--- src/rtl/uart_tx_fifo_drain_pkg.sv ---
// Shared state encodings and elaboration helpers for the FIFO-draining UART transmitter.
package uart_tx_fifo_drain_pkg;

    localparam int unsigned STATE_W = 3;

    localparam logic [STATE_W-1:0] ST_IDLE   = 3'd0;
    localparam logic [STATE_W-1:0] ST_START  = 3'd1;
    localparam logic [STATE_W-1:0] ST_DATA   = 3'd2;
    localparam logic [STATE_W-1:0] ST_PARITY = 3'd3;
    localparam logic [STATE_W-1:0] ST_STOP   = 3'd4;

    // Ceiling log2, usable in localparam expressions.
    function automatic int unsigned clog2(input int unsigned value);
        int unsigned result;
        result = 0;
        while ((64'd1 << result) < 64'(value)) begin
            result = result + 1;
        end
        return result;
    endfunction

    // Clock cycles occupied by one complete frame.
    function automatic int unsigned frame_len(input int unsigned width,
                                              input int unsigned clk_div,
                                              input int unsigned stop_bits,
                                              input int unsigned parity_en);
        return (1 + width + parity_en + stop_bits) * clk_div;
    endfunction

endpackage

--- src/rtl/uart_tx_fifo_drain_baud_ctr.sv ---
// Bit-period counter: restart clears it, bit_end marks the last clk of each serial bit.
module uart_tx_fifo_drain_baud_ctr
    import uart_tx_fifo_drain_pkg::*;
#(
    parameter int unsigned ClkDiv = 16
) (
    input  logic clk,
    input  logic rst_n,
    input  logic restart,
    output logic bit_end
);

    localparam int unsigned CNT_W = (clog2(ClkDiv) > 0) ? clog2(ClkDiv) : 1;
    localparam logic [CNT_W-1:0] CNT_LAST = CNT_W'(ClkDiv - 1);

    logic [CNT_W-1:0] cnt;

    always_ff @(posedge clk or negedge rst_n) begin
        if (!rst_n) begin
            cnt <= '0;
        end else if (restart || (cnt == CNT_LAST)) begin
            cnt <= '0;
        end else begin
            cnt <= cnt + CNT_W'(1);
        end
    end

    assign bit_end = (cnt == CNT_LAST);

endmodule

--- src/rtl/uart_tx_fifo_drain.sv ---
// UART transmitter draining a first-word-fall-through FIFO: one pop per frame,
// back-to-back frames with no idle gap while data is available.
module uart_tx_fifo_drain
    import uart_tx_fifo_drain_pkg::*;
#(
    parameter int unsigned Width     = 8,
    parameter int unsigned ClkDiv    = 16,
    parameter int unsigned StopBits  = 1,
    parameter int unsigned ParityEn  = 0,
    parameter int unsigned ParityOdd = 0
) (
    input  logic             clk,
    input  logic             rst_n,
    input  logic             en,
    input  logic             fifo_empty,
    input  logic [Width-1:0] fifo_data,
    output logic             fifo_rd_en,
    output logic             tx,
    output logic             busy,
    output logic             done
);

    localparam int unsigned BIT_W = (clog2(Width) > 0) ? clog2(Width) : 1;
    localparam logic [BIT_W-1:0] BIT_LAST = BIT_W'(Width - 1);
    localparam logic STOP_LAST = 1'(StopBits - 1);

    logic [STATE_W-1:0] state, state_next;
    logic [Width-1:0]   shreg, shreg_next;
    logic [BIT_W-1:0]   bit_cnt, bit_cnt_next;
    logic               stop_cnt, stop_cnt_next;
    logic               parity, parity_next;
    logic               tx_next, busy_next;
    logic               armed;
    logic               bit_end;
    logic               restart_c, last_stop_c, pop_c;

    uart_tx_fifo_drain_baud_ctr #(
        .ClkDiv (ClkDiv)
    ) u_baud_ctr (
        .clk     (clk),
        .rst_n   (rst_n),
        .restart (restart_c),
        .bit_end (bit_end)
    );

    // State, datapath and registered line outputs.
    always_ff @(posedge clk or negedge rst_n) begin
        if (!rst_n) begin
            state    <= ST_IDLE;
            shreg    <= '0;
            bit_cnt  <= '0;
            stop_cnt <= 1'b0;
            parity   <= 1'b0;
            armed    <= 1'b0;
            tx       <= 1'b1;
            busy     <= 1'b0;
        end else begin
            state    <= state_next;
            shreg    <= shreg_next;
            bit_cnt  <= bit_cnt_next;
            stop_cnt <= stop_cnt_next;
            parity   <= parity_next;
            armed    <= 1'b1;
            tx       <= tx_next;
            busy     <= busy_next;
        end
    end

    // Next-state, pop decision and next line value.
    always_comb begin
        state_next    = state;
        shreg_next    = shreg;
        bit_cnt_next  = bit_cnt;
        stop_cnt_next = stop_cnt;
        parity_next   = parity;
        tx_next       = 1'b1;

        last_stop_c = (state == ST_STOP) && bit_end && (stop_cnt == STOP_LAST);
        pop_c       = ((state == ST_IDLE) || last_stop_c) && en && !fifo_empty && armed;

        if (pop_c) begin
            state_next    = ST_START;
            shreg_next    = fifo_data;
            parity_next   = (^fifo_data) ^ 1'(ParityOdd);
            bit_cnt_next  = '0;
            stop_cnt_next = 1'b0;
        end else begin
            case (state)
                ST_START: begin
                    if (bit_end) begin
                        state_next = ST_DATA;
                    end
                end
                ST_DATA: begin
                    if (bit_end) begin
                        shreg_next = shreg >> 1;
                        if (bit_cnt == BIT_LAST) begin
                            state_next = (ParityEn != 0) ? ST_PARITY : ST_STOP;
                        end else begin
                            bit_cnt_next = bit_cnt + BIT_W'(1);
                        end
                    end
                end
                ST_PARITY: begin
                    if (bit_end) begin
                        state_next = ST_STOP;
                    end
                end
                ST_STOP: begin
                    if (last_stop_c) begin
                        state_next = ST_IDLE;
                    end else if (bit_end) begin
                        stop_cnt_next = 1'b1;
                    end
                end
                default: state_next = ST_IDLE;
            endcase
        end

        case (state_next)
            ST_START:  tx_next = 1'b0;
            ST_DATA:   tx_next = shreg_next[0];
            ST_PARITY: tx_next = parity_next;
            default:   tx_next = 1'b1;
        endcase

        busy_next = (state_next != ST_IDLE);
        // IDLE holds the bit counter at zero so every new state starts a full bit period.
        restart_c = (state == ST_IDLE) || (state_next != state);
    end

    assign fifo_rd_en = pop_c;
    assign done       = last_stop_c;

endmodule

--- config.mk ---
export PLATFORM = sky130hd
export DESIGN_NAME = uart_tx_fifo_drain
export DESIGN_NICKNAME = d
export VERILOG_FILES = /design/src/rtl/uart_tx_fifo_drain_pkg.sv /design/src/rtl/uart_tx_fifo_drain_baud_ctr.sv /design/src/rtl/uart_tx_fifo_drain.sv
export SDC_FILE = /design/constraint.sdc
export NUM_CORES = 1
export LEC_CHECK = 0
export CORE_UTILIZATION = 50
export CTS_CLUSTER_SIZE = 16
export DETAILED_ROUTE_END_ITERATION = 12
export GPL_TIMING_DRIVEN = 0
export PLACE_DENSITY = 0.74
export SKIP_LAST_GASP = 1
export SLEW_MARGIN = 20
export SYNTH_ARGS = -nofsm -noshare
export SYNTH_HDL_FRONTEND = slang
export SYNTH_HIERARCHICAL = 1
export SYNTH_SLANG_ARGS = --single-unit
--- constraint.sdc ---
create_clock -name clk -period 5.7 [get_ports clk]
set_input_delay 1.14 -clock clk [delete_from_list [all_inputs] [get_ports clk]]
set_output_delay 1.14 -clock clk [all_outputs]
set_load 0.1 [all_outputs]
==> impl_metrics.json, run 1 <==
{
  "first_pass_iters": 4,
  "cts_tree": "yes",
  "antennaDiodeCount": 0,
  "powerDensity_nw_per_um2": 212.2,
  "clock_sinks": 23,
  "min_from": "shreg[6]",
  "grt_pass1_wl_um": 3463,
  "synth_area_um2": 1191,
  "vias": 841,
  "die_w_um": 50.81,
  "hpwl_um": 1488,
  "crit_top_cell": "clkdlybuf4s50_1",
  "io_buffers": 15,
  "antenna_found_initial": 0,
  "r2r-start": "u_baud_ctr/cnt[0]",
  "setup_viol": 0,
  "die_height_um": 50.81,
  "cp.required_ps": 4560,
  "drive_gt1_share_pct": 13.11,
  "routedWlPerCell_um": 13.56,
  "cts_buffers": 3,
  "skew_ps": 3.177,
  "critPathLaunchType": "input port",
  "worst_hold_slack_ps": 495.5,
  "syn_area_per_cell_um2": 11.56,
  "cts_max_level": 1,
  "syn-num-nets": 118,
  "drv_cap": 0,
  "max_slew_margin_pct": 35.43,
  "rsz0062_at_grt": "no",
  "max_clock_freq_mhz": 222.2,
  "drt-total-wl_um": 2034,
  "rr_endpoint": "shreg[0]",
  "ir_drop_mv": 0.1342,
  "stdcell_count": 150,
  "ant_nets": 0,
  "synth.area.top_cells": "dfrtp_1 (46%), xnor2_1 (6.6%), a21o_1 (4.4%)",
  "power_frac_seq_pct": 58.6,
  "fin_crit_sh_pct": 78.95,
  "synth-main-ff-cell": "dfrtp_1",
  "synth_enable_flop_cells": 0,
  "ys_seq_elements": 23,
  "overflow": 0,
  "cts.clk_slew.worst_paths_ps": 120,
  "synth_top_area_share_pct": 46.22,
  "yosysSeqAreaShare_pct": 48.42,
  "ios": 16,
  "track_usage_pct": 18.01,
  "min_path_cells": 1,
  "p_clk_share_pct": 24.9,
  "crit_type": "in2out",
  "drc_errors": 0,
  "fillers": 189,
  "final_hold_viol_count": 0,
  "min_to": "shreg[6]",
  "p_sw_mw": 0.07589,
  "reg2reg_depth": 6,
  "hold_path.class": "reg2reg",
  "dieArea_um2": 2582,
  "initialDrtViolationCount": 14,
  "internal_power_mw": 0.2207,
  "cp.arrival_ps": 3360,
  "ys_types": 42,
  "path_cells": "clkdlybuf4s50_1 > and3b_1 > o211a_4 > buf_6 > clkdlybuf4s50_1",
  "cts_setup_buffers": 0,
  "tightest_slew_ps": 965.5,
  "clk_path_buf_depth": 2,
  "routabilityCongestion": 0.7839,
  "synth_area_leader_cell": "dfrtp_1",
  "ctsResizeCount": 0,
  "crit_path_max_incr_delay_ps": 1140,
  "dpl-instance-area_um2": 1376,
  "grt_pass1_vias": 820,
  "clock_latency_ps": 300,
  "period_minus_slack_ps": 4500,
  "via_per_inst": 5.607,
  "nets": 138,
  "design_area_um2": 1398,
  "switching_share_pct": 25.59,
  "grt_max_degree": 24,
  "placed_cells": 146,
  "worst_setup_path_end_kind": "output pin",
  "async_reset_ff_share_pct": 100.0,
  "num_rows": 17,
  "postCtsHoldBufs": 0,
  "coreArea_um2": 2233,
  "drv_slew": 0,
  "synth_cells": 103,
  "tns_ps": 0,
  "start_util_pct": 53.33,
  "reg2reg_setup_slack_ps": 3690,
  "cp_max_fo": 10,
  "status": "finished clean",
  "ys_warn_count": 6,
  "leakagePower_nw": 0.6364,
  "root_buffer": "clkbuf_4",
  "slowest_stage": "clkdlybuf4s50_1",
  "combPwrFrac_pct": 16.5,
  "synthToLayoutAreaGrowth_pct": 17.33
}
power by group through the flow:
| stage | registers [mW] | logic, mW | clock network, mW |
|---|---|---|---|
| floorplan | 0.181 | 0.0270 | 0 |
| global route | 0.174 | 0.0541 | 0.0834 |
| detailed placement | 0.177 | 0.0497 | 0 |
| CTS | 0.174 | 0.0500 | 0.0775 |
| finish | 0.174 | 0.0489 | 0.0739 |
| global placement | 0.176 | 0.0486 | 0 |
state kept, by name, indices dropped and copies added (netlist names):
name / flops
shreg: 8
u_baud_ctr/cnt: 4
bit_cnt: 3
state: 3
armed: 1
busy: 1
parity: 1
stop_cnt: 1
tx: 1
cell families (layout without fill, tap and decap cells):
| logic type | after synthesis | in the layout | share of synthesized area, % |
|---|---|---|---|
| AND/OR/NAND/NOR | 30 | 30 | 15.34 |
| other | 1 | 1 | 0.3148 |
| multiplexers | 4 | 4 | 3.886 |
| flip-flops | 23 | 23 | 48.42 |
| adder cells (fa/ha/maj) | 3 | 3 | 3.152 |
| XOR/XNOR | 9 | 9 | 6.618 |
| AO/OA/AOI/OAI | 29 | 29 | 19.75 |
| buffers and inverters | 4 | 23 | 2.520 |
Yosys cell counts, types with 3 or more instances:
library cell,instances
xnor2_1,9
nor2b_1,4
dfrtp_1,22
nand2_1,4
ha_1,3
nor2_1,6
nand2b_1,3
a21o_1,7
a22o_1,6
placed cells by master (no fill, tap or decap), types with 2 or more instances in the layout:
master and n:
a21o_1 7, a21oi_1 2, a22o_1 6, a31oi_1 2
buf_6 2, clkbuf_4 3, clkdlybuf4s50_1 14, dfrtp_1 22
ha_1 3, mux2i_1 2, nand2_1 4, nand2b_1 3
nand3_1 2, nor2_1 6, nor2b_1 4, o21ai_0 2
xnor2_1 9
through the flow:
stage	worst slack, ps	power, mW	util (%)
finish	1200	0.2966	62.58
global route	1111	0.3120	62.58
CTS	1187	0.3013	62.80
detailed placement	1191	0.2266	61.62
global placement	1190	0.2251	61.62
floorplan	2706	0.2080	-
metal layers:
layer | routed length, um | up-vias | GRT usage (%)
li1 | - | 410 | -
met1 | 996 | 410 | 23.75
met2 | 935 | 17 | 28.67
met3 | 66 | 4 | 2.679
met4 | 35 | 0 | 9.259
met5 | 0 | - | 0
worst max-delay path by stage:
stage / start / end / slack, ps / cells past startpoint
finish: en / fifo_rd_en / 1200 / 5
global placement: en / fifo_rd_en / 1190 / 5
detailed placement: en / fifo_rd_en / 1190 / 5
global route: fifo_empty / fifo_rd_en / 1110 / 5
CTS: en / fifo_rd_en / 1190 / 5
floorplan: fifo_empty / fifo_rd_en / 2710 / 3
worst max-delay path, delay by kind of cell:
family                 cells  cell delay (ps)
buffers and inverters      3             1730
AND/OR/NAND/NOR            1              250
AO/OA/AOI/OAI              1              240
final cells by class:
type	count	area, um^2	share of cell area, %
Sequential cell	23	576.8	41.27
Buffer	3	26.28	1.880
Tap cell	28	35.03	2.507
Inverter	1	3.754	0.2686
Multi-Input combinational cell	76	584.3	41.81
Clock buffer	4	26.28	1.880
Timing Repair Buffer	15	145.1	10.38
(Power assumes the default switching activity.)
==> run 2: changes to the inputs <==
==> constraint.sdc (replaced) <==
create_clock -name clk -period 4.3 [get_ports clk]
set_input_delay 0.86 -clock clk [delete_from_list [all_inputs] [get_ports clk]]
set_output_delay 0.86 -clock clk [all_outputs]
set_load 0.1 [all_outputs]
==> results of run 2 <==
Same layout as run 1 (identical final DEF). Status: finished clean.
Main changes from that run: setup slack after placement 1191 ps -> 350.6 ps; setup slack after layout 1200 ps -> 359.8 ps; register-to-register setup slack 3690 ps -> 2290 ps; total power 0.2966 mW -> 0.3932 mW; worst IR drop on VDD 0.1342 mV -> 0.1779 mV
==> run 3: changes to the inputs <==
--- a/config.mk
+++ b/config.mk
@@ -11,7 +11,7 @@
 export GPL_TIMING_DRIVEN = 0
 export PLACE_DENSITY = 0.74
 export SKIP_LAST_GASP = 1
-export SLEW_MARGIN = 20
+export SLEW_MARGIN = 0
 export SYNTH_ARGS = -nofsm -noshare
 export SYNTH_HDL_FRONTEND = slang
 export SYNTH_HIERARCHICAL = 1
==> run 3 against run 2 <==
Compared with the run above: critical path depth unchanged; first-iteration DRC count stayed put; largest power group unchanged; flip-flop and latch count did not move; combinational power is 0.8% higher; maximum frequency about the same; highest routed layer unchanged; worst hold slack about the same.
==> impl_metrics.json, run 3 (same netlist as run 1, synthesis figures left out) <==
{
  "initialDrtViolationCount": 14,
  "overflow": 0,
  "met1_usage_pct": 23.75,
  "cp_max_fo": 10,
  "seq_area_um2": 576.8,
  "clock_latency_ps": 300,
  "grt_util_met2_pct": 28.67,
  "met3_usage_pct": 2.679,
  "cp.arrival_ps": 3080,
  "fin_total_pwr_mw": 0.3936,
  "fin_crit_sh_pct": 91.62,
  "coreArea_um2": 2233,
  "antenna_found_initial": 0,
  "routedWlPerCell_um": 13.59,
  "slowest_stage": "clkdlybuf4s50_1",
  "clk_path_buf_depth": 2,
  "r2r-start": "u_baud_ctr/cnt[0]",
  "period_minus_slack_ps": 3940,
  "cts_setup_buffers": 0,
  "grt_max_degree": 24,
  "dieArea_um2": 2582,
  "routabilityCongestion": 0.7839,
  "worst_setup_path_end_kind": "output pin",
  "endpoint": "fifo_rd_en",
  "cts_tree": "yes",
  "startpoint": "en",
  "ios": 16,
  "synthToLayoutAreaGrowth_pct": 17.75,
  "antennaDiodeCount": 0,
  "grt_pass1_wl_um": 3463,
  "final_common_cell": "dfrtp_1",
  "utilization_pct": 62.80,
  "cts.clk_slew.worst_paths_ps": 120,
  "drt-total-wl_um": 2038,
  "final_hold_viol_count": 0,
  "cts_max_level": 1,
  "crit_top_cell": "clkdlybuf4s50_1",
  "clock_sinks": 23,
  "crit_cells": 5,
  "cpLargestDelayFamily": "buffers and inverters",
  "critPathLaunchType": "input port",
  "largest_reg_flops": 8,
  "biggestRegsByFlops": "shreg x8, u_baud_ctr/cnt x4",
  "via_per_inst": 5.633,
  "max_slew_margin_pct": 32.80,
  "cts_buffers": 3,
  "drv_cap": 0,
  "busiest_layer": "met2",
  "rr_endpoint": "shreg[0]",
  "crit_path_max_incr_delay_ps": 1140,
  "path_cells": "clkdlybuf4s50_1 > and3b_1 > o211a_4 > buf_6 > clkdlybuf4s50_1",
  "setup_viol": 0,
  "regMostFlops": "shreg",
  "layout_common_cells": "dfrtp_1 (22), clkdlybuf4s50_1 (15), xnor2_1 (9), a21o_1 (7)",
  "rsz0062_at_grt": "no",
  "cp.required_ps": 3440,
  "start_util_pct": 53.33,
  "ir_drop_mv": 0.1778,
  "hold_path.class": "reg2reg",
  "reg2reg_depth": 6,
  "dp_slack_ps": 350.6,
  "drv_slew": 0,
  "stdcell_count": 150,
  "track_usage_pct": 18.01,
  "io_buffers": 15,
  "fillers": 189,
  "skew_ps": 3.242,
  "drive_gt1_share_pct": 12.30,
  "root_buffer": "clkbuf_4",
  "tightest_slew_ps": 1005,
  "max_clock_freq_mhz": 253.8,
  "multi_input_area_um2": 584.3,
  "nets": 138,
  "hpwl_um": 1488,
  "powerDensity_nw_per_um2": 280.6,
  "die_w_um": 50.81,
  "reg2reg_setup_slack_ps": 2290,
  "path_buf_inv": 3,
  "ctsResizeCount": 0,
  "worst_hold_slack_ps": 495.5,
  "status": "finished clean",
  "placed_cells": 146,
  "ant_nets": 0,
  "design_area_um2": 1403,
  "tns_ps": 0,
  "num_rows": 17,
  "leakagePower_nw": 0.6364,
  "drc_errors": 0,
  "first_pass_iters": 4,
  "dpl-instance-area_um2": 1376,
  "vias": 845,
  "crit_type": "in2out",
  "finalWorstSetupSlack_ps": 360.4,
  "grt_pass1_vias": 820,
  "die_height_um": 50.81,
  "postCtsHoldBufs": 0
}
==> run 3: cell count changes in the layout (fill, tap and decap cells not counted), sizes merged <==
cell / previous run / this run
clkdlybuf4s50: 14 / 15
buf: 4 / 3
==> run 3: cell type report <==
type / instances / share of cell area, %
Multi-Input combinational cell: 76 / 41.66
Sequential cell: 23 / 41.12
Timing Repair Buffer: 15 / 10.70
Tap cell: 28 / 2.498
Clock buffer: 4 / 1.873
Buffer: 3 / 1.873
Inverter: 1 / 0.2676
==> run 3: worst min path at each step <==
stage | from | to | slack (ps) | cells past startpoint
detailed placement | shreg[6] | shreg[6] | 470 | 1
CTS | shreg[5] | shreg[5] | 500 | 1
global route | shreg[5] | shreg[5] | 510 | 1
global placement | shreg[2] | shreg[2] | 460 | 1
floorplan | shreg[1] | shreg[1] | 450 | 1
finish | shreg[6] | shreg[6] | 500 | 1
==> run 3: where the power goes <==
part	total [mW]	internal, mW	switching (mW)	leakage [nW]
clock	0.0979	0.0362	0.0618	0.0150
sequential	0.230	0.225	0.00496	0.295
combinational	0.0654	0.0316	0.0338	0.326
==> run 3: routing by layer <==
metal | share of wire, % | up-vias
li1 | - | 410
met1 | 48 | 412
met2 | 46 | 19
met3 | 3.5 | 4
met4 | 1.7 | 0
met5 | 0 | -
